**src/rtl/lane_pkg.sv**
```systemverilog
// lane_pkg: shared widths, lane indices, light-bit mapping and per-lane state for the queue tracker.
package lane_pkg;
  localparam int NUM_LANES = 8;
  localparam int COUNT_W = 8;
  typedef logic [COUNT_W-1:0] count_t;
  localparam int LANE_N1 = 0;
  localparam int LANE_N2 = 1;
  localparam int LANE_E1 = 2;
  localparam int LANE_E2 = 3;
  localparam int LANE_S1 = 4;
  localparam int LANE_S2 = 5;
  localparam int LANE_W1 = 6;
  localparam int LANE_W2 = 7;
  typedef enum logic [1:0] {IDLE, WAITING, DRAINING} lane_state_t;
  // The controller drives its lights MSB-first, so lane i sits at bit 7-i.
  function automatic int green_bit(input int lane);
    return NUM_LANES - 1 - lane;
  endfunction
endpackage

```
**src/rtl/lane_counter.sv**
```systemverilog
// lane_counter: one lane's arrival edge detect, departure timer and saturating queue count.
// Optional LANE_TRACKER_SYNC_EN adds a two-flop synchronizer on arrive.
module lane_counter
  import lane_pkg::*;
#(
  parameter int DEPART_CYCLES = 4
) (
  input  logic   clk,
  input  logic   rst_n,
  input  logic   arrive,
  input  logic   green,
  output count_t count,
  output logic   nonempty
);
  localparam logic [7:0] TLAST = 8'(DEPART_CYCLES - 1);
  logic smp, prev, rise, depart, inc;
  logic [7:0] timer, timer_nxt;
  count_t count_nxt;
  lane_state_t state;
`ifdef LANE_TRACKER_SYNC_EN
  logic [1:0] sync;
  always_ff @(posedge clk or negedge rst_n)
    if (!rst_n) sync <= '0;
    else sync <= {sync[0], arrive};
  assign smp = sync[1];
`else
  assign smp = arrive;
`endif
  always_ff @(posedge clk or negedge rst_n)
    if (!rst_n) begin
      prev     <= 1'b0;
      timer    <= '0;
      count    <= '0;
      nonempty <= 1'b0;
    end else begin
      prev     <= smp;
      timer    <= timer_nxt;
      count    <= count_nxt;
      nonempty <= count_nxt != '0;
    end
  always_comb state = count == '0 ? IDLE : green ? DRAINING : WAITING;
  // An arrival landing on a departure cycle cancels it; a full queue drops arrivals.
  always_comb begin
    rise      = smp & ~prev;
    depart    = state == DRAINING && timer == TLAST;
    inc       = rise && count != '1;
    count_nxt = rise && depart ? count : depart ? count - 1'b1 : inc ? count + 1'b1 : count;
    timer_nxt = state != DRAINING || depart ? '0 : timer + 1'b1;
  end
endmodule

```
**src/rtl/lane_queue_tracker.sv**
```systemverilog
// lane_queue_tracker: eight independent lane queue counters feeding the traffic-light controller.
// Define LANE_TRACKER_SYNC_EN to synchronize arrive inside each lane.
module lane_queue_tracker
  import lane_pkg::*;
#(
  parameter int DEPART_CYCLES = 4
) (
  input  logic                      clk,
  input  logic                      rst_n,
  input  logic [NUM_LANES-1:0]      arrive,
  input  logic [NUM_LANES-1:0]      lane_green,
  output logic [NUM_LANES-1:0][7:0] car_counts,
  output logic [NUM_LANES-1:0]      nonempty
);
  for (genvar i = 0; i < NUM_LANES; i++) begin : g_lane
    lane_counter #(.DEPART_CYCLES(DEPART_CYCLES)) u_lane (
      .clk      (clk),
      .rst_n    (rst_n),
      .arrive   (arrive[i]),
      .green    (lane_green[green_bit(i)]),
      .count    (car_counts[i]),
      .nonempty (nonempty[i])
    );
  end
endmodule

```
**config.mk**
```make
export PLATFORM = sky130hd
export DESIGN_NAME = lane_queue_tracker
export DESIGN_NICKNAME = d
export VERILOG_FILES = /design/src/rtl/lane_pkg.sv /design/src/rtl/lane_counter.sv /design/src/rtl/lane_queue_tracker.sv
export SDC_FILE = /design/constraint.sdc
export NUM_CORES = 1
export LEC_CHECK = 0
export CAP_MARGIN = 0
export CORE_ASPECT_RATIO = 2
export CORE_MARGIN = 1
export CORE_UTILIZATION = 30
export DETAILED_ROUTE_END_ITERATION = 16
export GPL_ROUTABILITY_DRIVEN = 0
export SLEW_MARGIN = 5
export SYNTH_ARGS = -nofsm -noshare
export SYNTH_HDL_FRONTEND = slang
export SYNTH_SLANG_ARGS = --single-unit
```
**constraint.sdc**
```tcl
create_clock -name clk -period 4 [get_ports clk]
set_clock_uncertainty 0.1 [all_clocks]
set_input_delay 0.6 -clock clk [delete_from_list [all_inputs] [get_ports clk]]
set_output_delay 0.6 -clock clk [all_outputs]
set_load 0.01 [all_outputs]
```
; After elaboration in Yosys (flattened, before gate mapping)
; Index checks and enable logic that the tools add are counted.
; Widths: inputs -> output; s select.
[op_classes]
add_sub_neg = 24
n_eq_ne = 32
mux = 48
n_bitwise = 16
n_reduce_logical = 48
[op_table]
columns = op, n
row1 = $mux 8, 32
row2 = $add 8x1->8 const B, 16
row3 = $eq 8x2->1 const B, 8
row4 = $logic_not 8->1, 8
row5 = $ne 8x8->1 const B, 8
row6 = $reduce_bool 8->1, 8
row7 = $sub 8x1->8 const B, 8
row8 = $mux 2, 16
row9 = $logic_and 1x1->1, 24
row10 = $eq 2x2->1 const B, 8
row11 = $ne 2x2->1 const B, 8
row12 = $and 1x1->1, 8
row13 = $logic_or 1x1->1, 8
row14 = $not 1->1, 8
[totals]
ff_bits = 144
inputBits = 18
output_inout_bits = 72
word_cells = 200

; Logic depth before layout (Yosys ltp)
; Gate-level depths: netlist of run 1.
[logic_depth]
ltp_word = 7
depth_mapped = 10
mapped_depth_nobuf = 9

; Cells and area by module
; From an unflattened synthesis of run 1, not the netlist that was laid out.
[unflattened]
cells_unflattened = 840
hier_area_um2 = 8498.2
[by_module_without_submodules]
columns = mod, instances, cells_per_inst, area_per_inst_um2, seq_area_each_um2
row1 = lane_counter, 8, 105, 1062.3, 450.4

; Worst setup path after synthesis of run 1
; No wires, ideal clock.
[synth_timing]
kind = register -> register
startpoint = register g_lane[2].u_lane.count[2]
endpoint = register g_lane[2].u_lane.nonempty
setup_time_ps = 146
arrival_ps = 2875
required_time_ps = 3754
path_slack_ps = 879
path_stages_with_launch = 10
path_buffers = 2
synth_period_minus_slack_ps = 3121
cell_sequence = dfrtp_1 clkbuf_1 nor4_1 nand3_1 and3_1 buf_2 mux2i_1 xor2_1 or4_1 or4b_2
[synth_between]
elab_chain_len = 7
word_cells_on_any_way = 13
cone_classes = 2 x add/sub / 2 x eq/ne / 4 x mux / 5 x reduce/logical
[synth_rtl]
columns = element, line
row1 = "start, declared", lane_counter.sv:12  ; output count_t count,
row2 = "start signal, assigned", lane_counter.sv:38  ; count <= count_nxt;
row3 = "parallel branches: the longest is 5 deep, another holds $add 8x1->8", n/a
row4 = $mux 8 (*), lane_counter.sv:47  ; count_nxt = rise && depart ? count : depart ? count - 1'b1 : inc ? count + 1'b1 : count;
row5 = named net g_lane[2].u_lane.count_nxt[6], lane_counter.sv:18  ; count_t count_nxt;
row6 = $reduce_bool 8->1 (*), lane_counter.sv:39  ; nonempty <= count_nxt != '0;
row7 = "end signal, assigned", lane_counter.sv:34  ; nonempty <= 1'b0;
row8 = "end signal, assigned", lane_counter.sv:39
row9 = "end, declared", lane_counter.sv:13  ; output logic nonempty
; Mark *: on every way through the listed nets, which the timed path passes.

; Worst setup path in the final report of run 1
[layout_timing]
startpoint = register g_lane[5].u_lane.timer[2]
endpoint = register g_lane[5].u_lane.nonempty
[layout_between]
elab_chain_len = 5
word_cells_on_any_way = 6
cone_classes = 1 x eq/ne / 2 x mux / 3 x reduce/logical
[layout_rtl]
columns = element, line
row1 = "start, declared", lane_counter.sv:17  ; logic [7:0] timer, timer_nxt;
row2 = "start signal, assigned", lane_counter.sv:37  ; timer <= timer_nxt;
row3 = $eq 8x2->1 (*), lane_counter.sv:45  ; depart = state == DRAINING && timer == TLAST;
row4 = $logic_and 1x1->1 (*), lane_counter.sv:45
row5 = $mux 8 / $logic_and 1x1->1 (equally long branches), lane_counter.sv:47
row6 = $mux 8 (*), lane_counter.sv:47
row7 = named net g_lane[5].u_lane.count_nxt[2], lane_counter.sv:18
row8 = $reduce_bool 8->1 (*), lane_counter.sv:39
row9 = "end signal, assigned", lane_counter.sv:34
row10 = "end signal, assigned", lane_counter.sv:39
row11 = "end, declared", lane_counter.sv:13
; The timed path passes the listed nets; every way through them passes the cells marked *.

==> impl_metrics.tcl, run 1 <==
set metrics [dict create \
    syn_avg_cell_area_um2 9.64 \
    dieArea_um2 27700 \
    synth.area.top_cells "dfrtp_1 44%, xor2_1 6.2%, ha_1 4.9%" \
    crit_start "g_lane[5].u_lane.timer[2]" \
    status "complete, no violations" \
    worstPathCellList "or4_4 > nor4b_4 > and2_1 > a32oi_1 > xnor2_1 > or4_1 > or4b_1" \
    p_per_area_nw_per_um2 648 \
    cp-start-kind "register" \
    worstReg2RegStart "g_lane[5].u_lane.timer[2]" \
    dp_hpwl_mm 14.2 \
    hold_viol_final 0 \
    drc 0 \
    post-route-min-period_ps 3380 \
    syn-cell-area_um2 8100 \
    setup_viol 0 \
    num-nets-final 978 \
    ys_ff_latch 144 \
    io_pins 90 \
    yosys.area.top_type "dfrtp_1" \
    p_leak_nw 4.20 \
    cts_buffers 17 \
    cts_setup_buffers 0 \
    crit_fanout 9 \
    cp.depth 7 \
    viasPerCell 5.15 \
    cts_resized 0 \
    synthDistinctLibCells 67 \
    dpl_cell_area_um2 9330 \
    worst_pin_slew_ps 978 \
    grt.overflow.total 0 \
    cp_num_buf_inv 0 \
    path_delay_family "simple AND/OR/NAND/NOR gates" \
    clkSlewWorstSetupHoldPaths_ps 60 \
    synth-warning-count 0 \
    final_util 0.375 \
    fillers 2647 \
    die_h_um 234 \
    crit_type "reg -> reg" \
    synth_cells 840 \
    vias 6623 \
    clkLatencyLatePin_ps 440 \
    r2r_end "g_lane[5].u_lane.nonempty" \
    period_share 0.846 \
    postCtsHoldBufs 0 \
    dp_slack_ps 427 \
    cpMaxStageDelayCell "or4_1" \
    ir_drop_mv 0.271 \
    r2r_setup_slack_ps 620 \
    max_freq_mhz 295 \
    total_power_mw 6.41 \
    core_area_um2 26400 \
    relSlewSlack 0.348 \
    antenna_cells 0 \
    first_pass_iters 4 \
    syn_nets 890 \
    grt_pass1_vias 6953 \
    initial_core_util 0.307 \
    rows 84 \
    grt_pass1_wl_mm 32.1 \
    antenna_found_initial 0 \
    rr_worst_depth 7 \
    drt-wirelength-per-cell_um 14.9 \
    design_area_um2 9900 \
    required_ps 4210 \
    first_iter_violations 236 \
    max_cap_violations 0 \
    clock-sinks 144 \
    crit_path_end "g_lane[5].u_lane.nonempty" \
    final_max_slew_viol_count 0 \
    synth_top_area_frac 0.445 \
    htree_levels 4 \
    synth_ff_type "dfrtp_1" \
    antenna_left 0 \
    syn_to_final_growth_pct 22.2 \
    wl_mm 19.1 \
    crit_path_end_kind "register" \
    die_w_um 118 \
    track_usage 0.146 \
    layout_setup_ws_ps 615 \
    rsz0062_at_grt "false" \
    synthArstFlopShare 1.00 \
    grt_max_degree 101 \
    cts-root-buf "clkbuf_16" \
    cts_buffer_depth 2 \
    portBuffers 89 \
    synth_edf_count 0 \
    drive_above_1_share 0.0595 \
    cts_tree "built" \
    yosysSeqAreaShare 0.445 \
    hp-class "in -> async" \
    cp_slowest_stage_delay_ps 570 \
    fin_tns_setup_ps 0 \
    cp.arrival_ps 3600 \
]
## report_power, final
group	switching, mW	internal (mW)	total [mW]	leakage (nW)
logic	1.16	1.18	2.34	2.10
registers	0.695	1.83	2.53	1.84
clock network	0.668	0.878	1.55	0.266
total	2.52	3.89	6.41	4.20
## worst min-delay path by stage
stage                                    from                         to  slack (ps)  cells after the start
finish                                  rst_n      g_lane[5].u_lane.prev         150                      1
global route                            rst_n      g_lane[5].u_lane.prev         240                      1
CTS                                     rst_n      g_lane[5].u_lane.prev         200                      1
detailed placement  g_lane[6].u_lane.timer[0]  g_lane[6].u_lane.timer[0]         370                      1
global placement    g_lane[6].u_lane.timer[0]  g_lane[6].u_lane.timer[0]         360                      1
floorplan                               rst_n  g_lane[0].u_lane.count[0]         200                      0
## kinds of logic after synthesis
logic type / after synthesis / synth area share
AOI/OAI and AO/OA: 100 / 0.0853
xor gates and xnor gates: 100 / 0.108
adders and majority gates: 32 / 0.0494
buffers and inverters: 59 / 0.0321
DFF: 144 / 0.445
muxes: 14 / 0.0179
and+or+nand+nor: 391 / 0.262
## through the flow
step / hold slack [ps] / std cells
floorplan: 204 / 840
global placement: 360 / 1253
detailed placement: 370 / 1253
CTS: 201 / 1285
global route: 237 / 1285
finish: 152 / 1285
## sequential cells by signal, summed over array words and instances, names as in the netlist
signal and cells:
g_lane.u_lane.prev 8, g_lane.u_lane.count 64, g_lane.u_lane.timer 64, g_lane.u_lane.nonempty 8
## cell usage after synthesis, types with 4 or more instances
library cell    n
dfrtp_1       144
nor2_1         96
nand3_1        72
xor2_1         57
xnor2_1        43
nand2_1        37
inv_1          34
ha_1           32
and3_1         29
nor4_1         26
nor3_1         24
a21oi_1        20
nand4_1        19
o21ai_0        16
clkbuf_1       15
nand2b_1       15
a31oi_1        13
mux2i_1        13
nor2b_1        11
or4_1          11
buf_4           8
nand3b_1        7
and4_1          6
nor4b_1         6
or3_1           6
o211ai_1        5
or2_2           5
and2_1          4
o31ai_1         4
or4b_2          4
## worst reg2reg max path: stages, from the launching register on
cell     delay [ps]
dfrtp_1         420
or4_4           560
nor4b_4         360
and2_1          390
a32oi_1         180
xnor2_1         170
or4_1           570
or4b_1          510
## cells in the final DEF (no fill, tap or decap), types with 5 or more instances in the layout
cell and instances:
or4_1 11, and3_1 29, mux2i_1 13, nor4_1 26, o211ai_1 5, xnor2_1 43, dfrtp_1 144, clkbuf_16 17
clkinvlp_4 5, buf_4 5, and4_1 6, nand4_1 19, a31oi_1 13, or3_1 6, nand2b_1 15, clkdlybuf4s50_1 88
ha_1 32, nor2_1 96, nand3b_1 7, nor4b_1 6, xor2_1 57, inv_1 34, nor3_1 24, or2_2 5
o21ai_0 16, nand2_1 37, a21oi_1 20, nor2b_1 11, nand3_1 72
## metal layers
layer | GRT usage | wire (um) | up-vias
met4 | 0.101 | 895 | 0
met3 | 0.0314 | 548 | 61
met5 | 0 | 0 | -
met2 | 0.290 | 10900 | 145
met1 | 0.128 | 6740 | 3221
li1 | - | - | 3196
## cell type report
class,count,area (um^2),share of cell area
Clock inverter,14,134,0.0135
Multi-Input combinational cell,637,4230,0.428
Inverter,34,128,0.0129
Clock buffer,18,439,0.0444
Sequential cell,144,3600,0.364
Timing Repair Buffer,94,930,0.0939
Tap cell,344,430,0.0435
(Power assumes the default switching activity.)
==> run 2, diff against run 1 <==
==> constraint.sdc (replaced) <==
create_clock -name clk -period 3.1 [get_ports clk]
set_clock_uncertainty 0.1 [all_clocks]
set_input_delay 0.465 -clock clk [delete_from_list [all_inputs] [get_ports clk]]
set_output_delay 0.465 -clock clk [all_outputs]
set_load 0.01 [all_outputs]
==> run 2 against run 1 <==
The flow now finishes with violations (hold timing). Total power is 36% higher. Clock-buffer cell count is 4 higher. Combinational power is 54% higher. Global-route usage is 0.68 points higher. Final area is 4.3% higher. Final cell count is 3.8% higher. Critical path depth stayed put. Critical endpoint is now g_lane[2].u_lane.nonempty. Highest routed layer unchanged.
==> impl_metrics.tcl, run 2 (synthesized netlist as in run 1, its figures left out) <==
set metrics [dict create \
    status "complete, but fails checks" \
    violations "hold timing" \
    syn_to_final_growth_pct 27.5 \
    total_power_mw 8.72 \
    cp_slowest_stage_delay_ps 610 \
    core_area_um2 26400 \
    p_leak_nw 4.48 \
    viasPerCell 5.12 \
    wl_mm 20.1 \
    rows 84 \
    layout_setup_ws_ps 73.8 \
    required_ps 3300 \
    antenna_left 0 \
    portBuffers 89 \
    htree_levels 4 \
    first_pass_iters 4 \
    top_regs "g_lane.u_lane.count: 64 flops, g_lane.u_lane.timer: 64 flops" \
    period_share 0.976 \
    drive_above_1_share 0.109 \
    cp-start-kind "register" \
    grtUsageMet2 0.305 \
    hp-class "in -> async" \
    drc 0 \
    busiest_layer "met2" \
    first_iter_violations 280 \
    post-route-min-period_ps 3030 \
    grt_pass1_wl_mm 33.4 \
    crit_fanout 6 \
    num-nets-final 1027 \
    clkLatencyLatePin_ps 440 \
    worst_pin_slew_ps 868 \
    vias 6834 \
    fin_tns_setup_ps 0 \
    p_per_area_nw_per_um2 845 \
    io_pins 90 \
    final_cell_mix "143 x dfrtp_1, 96 x nor2_1, 88 x clkdlybuf4s50_1" \
    worst_hold_slack_ps -23.4 \
    cts_buffer_depth 2 \
    dp_hpwl_mm 14.9 \
    worstPathCellList "and4_1 > a41o_1 > or4_1 > mux2i_1 > xor2_1 > or4_1 > or4b_2" \
    crit_type "reg -> reg" \
    die_w_um 118 \
    setup_viol 0 \
    drt-wirelength-per-cell_um 15.0 \
    cts-root-buf "clkbuf_16" \
    max_cap_violations 0 \
    grt_pass1_vias 7054 \
    grt.overflow.total 0 \
    initial_core_util 0.307 \
    cts_tree "built" \
    ir_drop_mv 0.489 \
    clkSlewWorstSetupHoldPaths_ps 60 \
    antenna_found_initial 0 \
    cp.arrival_ps 3220 \
    dp_slack_ps -213 \
    clock-sinks 144 \
    antenna_cells 0 \
    grt_max_degree 89 \
    final_common_cell "dfrtp_1" \
    dieArea_um2 27700 \
    relSlewSlack 0.421 \
    postCtsHoldBufs 0 \
    cpMaxStageDelayCell "or4b_2" \
    final_max_slew_viol_count 0 \
    max_freq_mhz 330 \
    use_met1 0.138 \
    cts_buffers 17 \
    die_h_um 234 \
    crit_path_end_kind "register" \
    track_usage 0.153 \
    grt_use_met3 0.0331 \
    hold_viol_final 6 \
    cp_common_cell "or4_1" \
    rsz0062_at_grt "false" \
]
==> run 2: final timing paths <==
path / slack, ps / cells after the start / from / to
setup / recovery: 70 / 7 / g_lane[2].u_lane.count[4] / g_lane[2].u_lane.nonempty
hold / removal: -20 / 1 / rst_n / g_lane[5].u_lane.prev
setup reg to reg: 70 / 7 / g_lane[2].u_lane.count[4] / g_lane[2].u_lane.nonempty
hold reg to reg: 380 / 1 / g_lane[6].u_lane.timer[0] / g_lane[6].u_lane.timer[0]
max in group asynchronous: 2140 / 2 / rst_n / g_lane[4].u_lane.timer[6]
min in group clk: 380 / 1 / g_lane[6].u_lane.timer[0] / g_lane[6].u_lane.timer[0]
==> run 2: repair_timing <==
| item | CTS | global route |
|---|---|---|
| resized for setup | 0 | 6 |
| buffers inserted | 0 | 1 |
| endpoints found under the setup margin | 0 | 2 |
==> run 2: worst max-delay path, delay by kind of cell (launching register included) <==
kind | cells | cell delay, ps
AND/OR/NAND/NOR | 4 | 1770
multiplexers | 1 | 170
XOR/XNOR | 1 | 110
flip-flops | 1 | 460
AO/OA/AOI/OAI | 1 | 290
==> run 2: layer usage <==
metal  wire length [um]  part of all wire
met1               7150              0.36
met2              11700              0.58
met3                485             0.024
met4                748             0.037
met5                  0                 0
==> run 2: power by group <==
group | internal (mW) | switching, mW | total (mW) | leakage (nW)
Combinational | 1.77 | 1.83 | 3.60 | 2.35
Clock | 1.26 | 0.819 | 2.08 | 0.292
Sequential | 2.37 | 0.673 | 3.04 | 1.84
==> run 2: layout make-up <==
cell class | count | area [um^2]
fill | 2599 | 16100
multi-input combinational | 637 | 4260
sequential | 144 | 3600
timing repair buffer | 143 | 1310
clock buffer | 22 | 484
tap | 344 | 430
inverter | 34 | 128
clock inverter | 10 | 109
==> run 2: per-stage QoR <==
step / hold slack, ps / area [um^2] / utilization / cells
2_1_floorplan: 69.4 / 8100 / - / 840
3_3_place_gp: 371 / 9700 / 0.368 / 1301
3_5_place_dp: 378 / 9700 / 0.368 / 1301
4_1_cts: 21.8 / 10300 / 0.390 / 1333
5_1_grt: 53.7 / 10300 / 0.391 / 1334
6_report: -23.4 / 10300 / 0.391 / 1334
==> run 3, diff against run 2 <==
--- a/config.mk
+++ b/config.mk
@@ -11,7 +11,7 @@
 export CORE_UTILIZATION = 30
 export DETAILED_ROUTE_END_ITERATION = 16
 export GPL_ROUTABILITY_DRIVEN = 0
-export SLEW_MARGIN = 5
+export SLEW_MARGIN = 30
 export SYNTH_ARGS = -nofsm -noshare
 export SYNTH_HDL_FRONTEND = slang
 export SYNTH_SLANG_ARGS = --single-unit
==> constraint.sdc (replaced) <==
create_clock -name clk -period 3.5 [get_ports clk]
set_clock_uncertainty 0.1 [all_clocks]
set_input_delay 0.525 -clock clk [delete_from_list [all_inputs] [get_ports clk]]
set_output_delay 0.525 -clock clk [all_outputs]
set_load 0.01 [all_outputs]
==> run 3 against run 2 <==
The flow now finishes without violations. Non-clock buffer count fell by 41. Clock power down 4%. Combinational power down 22%. Worst hold slack gained 380 ps. Fmax down 7.2%. Final cell count is 3.1% lower. Worst setup slack gained 160 ps. Die area unchanged.
==> impl_metrics.tcl, run 3 (synthesized netlist as in run 1, its figures left out) <==
set metrics [dict create \
    status "complete, no violations" \
    rsz0062_at_grt "false" \
    grt_pass1_wl_mm 33.0 \
    final_common_cell "dfrtp_1" \
    p_per_area_nw_per_um2 761 \
    layout_setup_ws_ps 238 \
    cts_setup_buffers 0 \
    hold_viol_final 0 \
    worstPathCellList "or4_4 > nor4b_4 > and2_1 > a32oi_1 > xnor2_1 > or4_1 > or4b_1" \
    final_max_slew_viol_count 0 \
    die_h_um 234 \
    p_leak_nw 4.30 \
    vias 6679 \
    multi_input_area_um2 4230 \
    drt-wirelength-per-cell_um 15.3 \
    num-nets-final 986 \
    clkLatencyLatePin_ps 440 \
    post-route-min-period_ps 3260 \
    dieArea_um2 27700 \
    setup_viol 0 \
    worst_pin_slew_ps 807 \
    required_ps 3710 \
    grt_pass1_vias 6874 \
    clkSlewWorstSetupHoldPaths_ps 60 \
    total_power_mw 7.64 \
    max_cap_violations 0 \
    final_cell_mix "144 x dfrtp_1, 96 x nor2_1, 88 x clkdlybuf4s50_1" \
    relSlewSlack 0.462 \
    core_area_um2 26400 \
    crit_path_end_kind "register" \
    top_regs "g_lane.u_lane.count: 64 flops, g_lane.u_lane.timer: 64 flops" \
    antenna_left 0 \
    track_usage 0.151 \
    final_util 0.381 \
    grt.overflow.total 0 \
    antenna_cells 0 \
    cts-root-buf "clkbuf_16" \
    cp_num_buf_inv 0 \
    max_freq_mhz 307 \
    cp.arrival_ps 3470 \
    antenna_found_initial 0 \
    viasPerCell 5.17 \
    design_area_um2 10000 \
    drive_above_1_share 0.0654 \
    cts_buffers 17 \
    portBuffers 89 \
    fin_tns_setup_ps 0 \
    die_w_um 118 \
    cts_buffer_depth 2 \
    htree_levels 4 \
    path_delay_family "simple AND/OR/NAND/NOR gates" \
    wl_mm 19.8 \
    first_iter_violations 291 \
    dp_hpwl_mm 14.5 \
    clock-sinks 144 \
    first_pass_iters 4 \
    period_share 0.932 \
    cts_tree "built" \
    rows 84 \
    io_pins 90 \
    initial_core_util 0.307 \
    cp_slowest_stage_delay_ps 560 \
    dp_slack_ps 161 \
    crit_type "reg -> reg" \
    fillers 2643 \
    syn_to_final_growth_pct 24.0 \
    dpl_cell_area_um2 9390 \
    cpMaxStageDelayCell "or4_4" \
    cp-start-kind "register" \
    hp-class "in -> async" \
    drc 0 \
    ir_drop_mv 0.282 \
    regArea_um2 3600 \
    crit_fanout 9 \
    grt_max_degree 135 \
]
==> run 3: changes by cell type in the layout (fill, tap and decap cells not counted), sizes merged <==
cell / change
clkbuf: -3
clkinv: +1
bufinv: +3
dlygate4sd3: +1
buf: -42
clkinvlp: -2
==> run 3: layout make-up <==
| cell class | instances | share of cell area |
|---|---|---|
| Multi-Input combinational cell | 637 | 0.422 |
| Sequential cell | 144 | 0.359 |
| Timing Repair Buffer | 102 | 0.100 |
| Clock buffer | 19 | 0.0451 |
| Tap cell | 344 | 0.0429 |
| Clock inverter | 12 | 0.0188 |
| Inverter | 34 | 0.0127 |
==> run 3: what timing repair did <==
item,CTS,global route
hold buffers,1,0
setup endpoints to repair,0,0
resized for setup,0,0
endpoints found under the hold margin,10,0
==> run 3: where the power goes <==
group          internal [mW]  switching (mW)  total [mW]
sequential              2.10           0.744        2.84
clock                   1.29           0.713        2.00
combinational           1.39            1.41        2.80
==> run 3: worst paths after layout <==
check,to,from,cells past startpoint,slack [ps]
max in group asynchronous,g_lane[1].u_lane.count[4],rst_n,3,1960
setup / recovery,g_lane[5].u_lane.nonempty,g_lane[5].u_lane.timer[2],7,240
hold reg to reg,g_lane[0].u_lane.timer[0],g_lane[0].u_lane.timer[0],1,380
min in group clk,g_lane[0].u_lane.timer[0],g_lane[0].u_lane.timer[0],1,380
setup reg to reg,g_lane[5].u_lane.nonempty,g_lane[5].u_lane.timer[2],7,240
hold / removal,g_lane[5].u_lane.count[1],rst_n,2,360
==> run 3: per-layer routing <==
layer	track usage	part of all wire	up-vias
met5	0	0	-
met4	0.101	0.038	0
met3	0.0302	0.026	54
met2	0.304	0.59	135
met1	0.133	0.35	3282
li1	-	-	3208
==> run 3: through the flow <==
| stage | hold WS [ps] | instances |
|---|---|---|
| floorplan | 129 | 840 |
| global placement | 244 | 1260 |
| detailed placement | 246 | 1260 |
| CTS | 329 | 1292 |
| global route | 361 | 1292 |
| finish | 356 | 1292 |
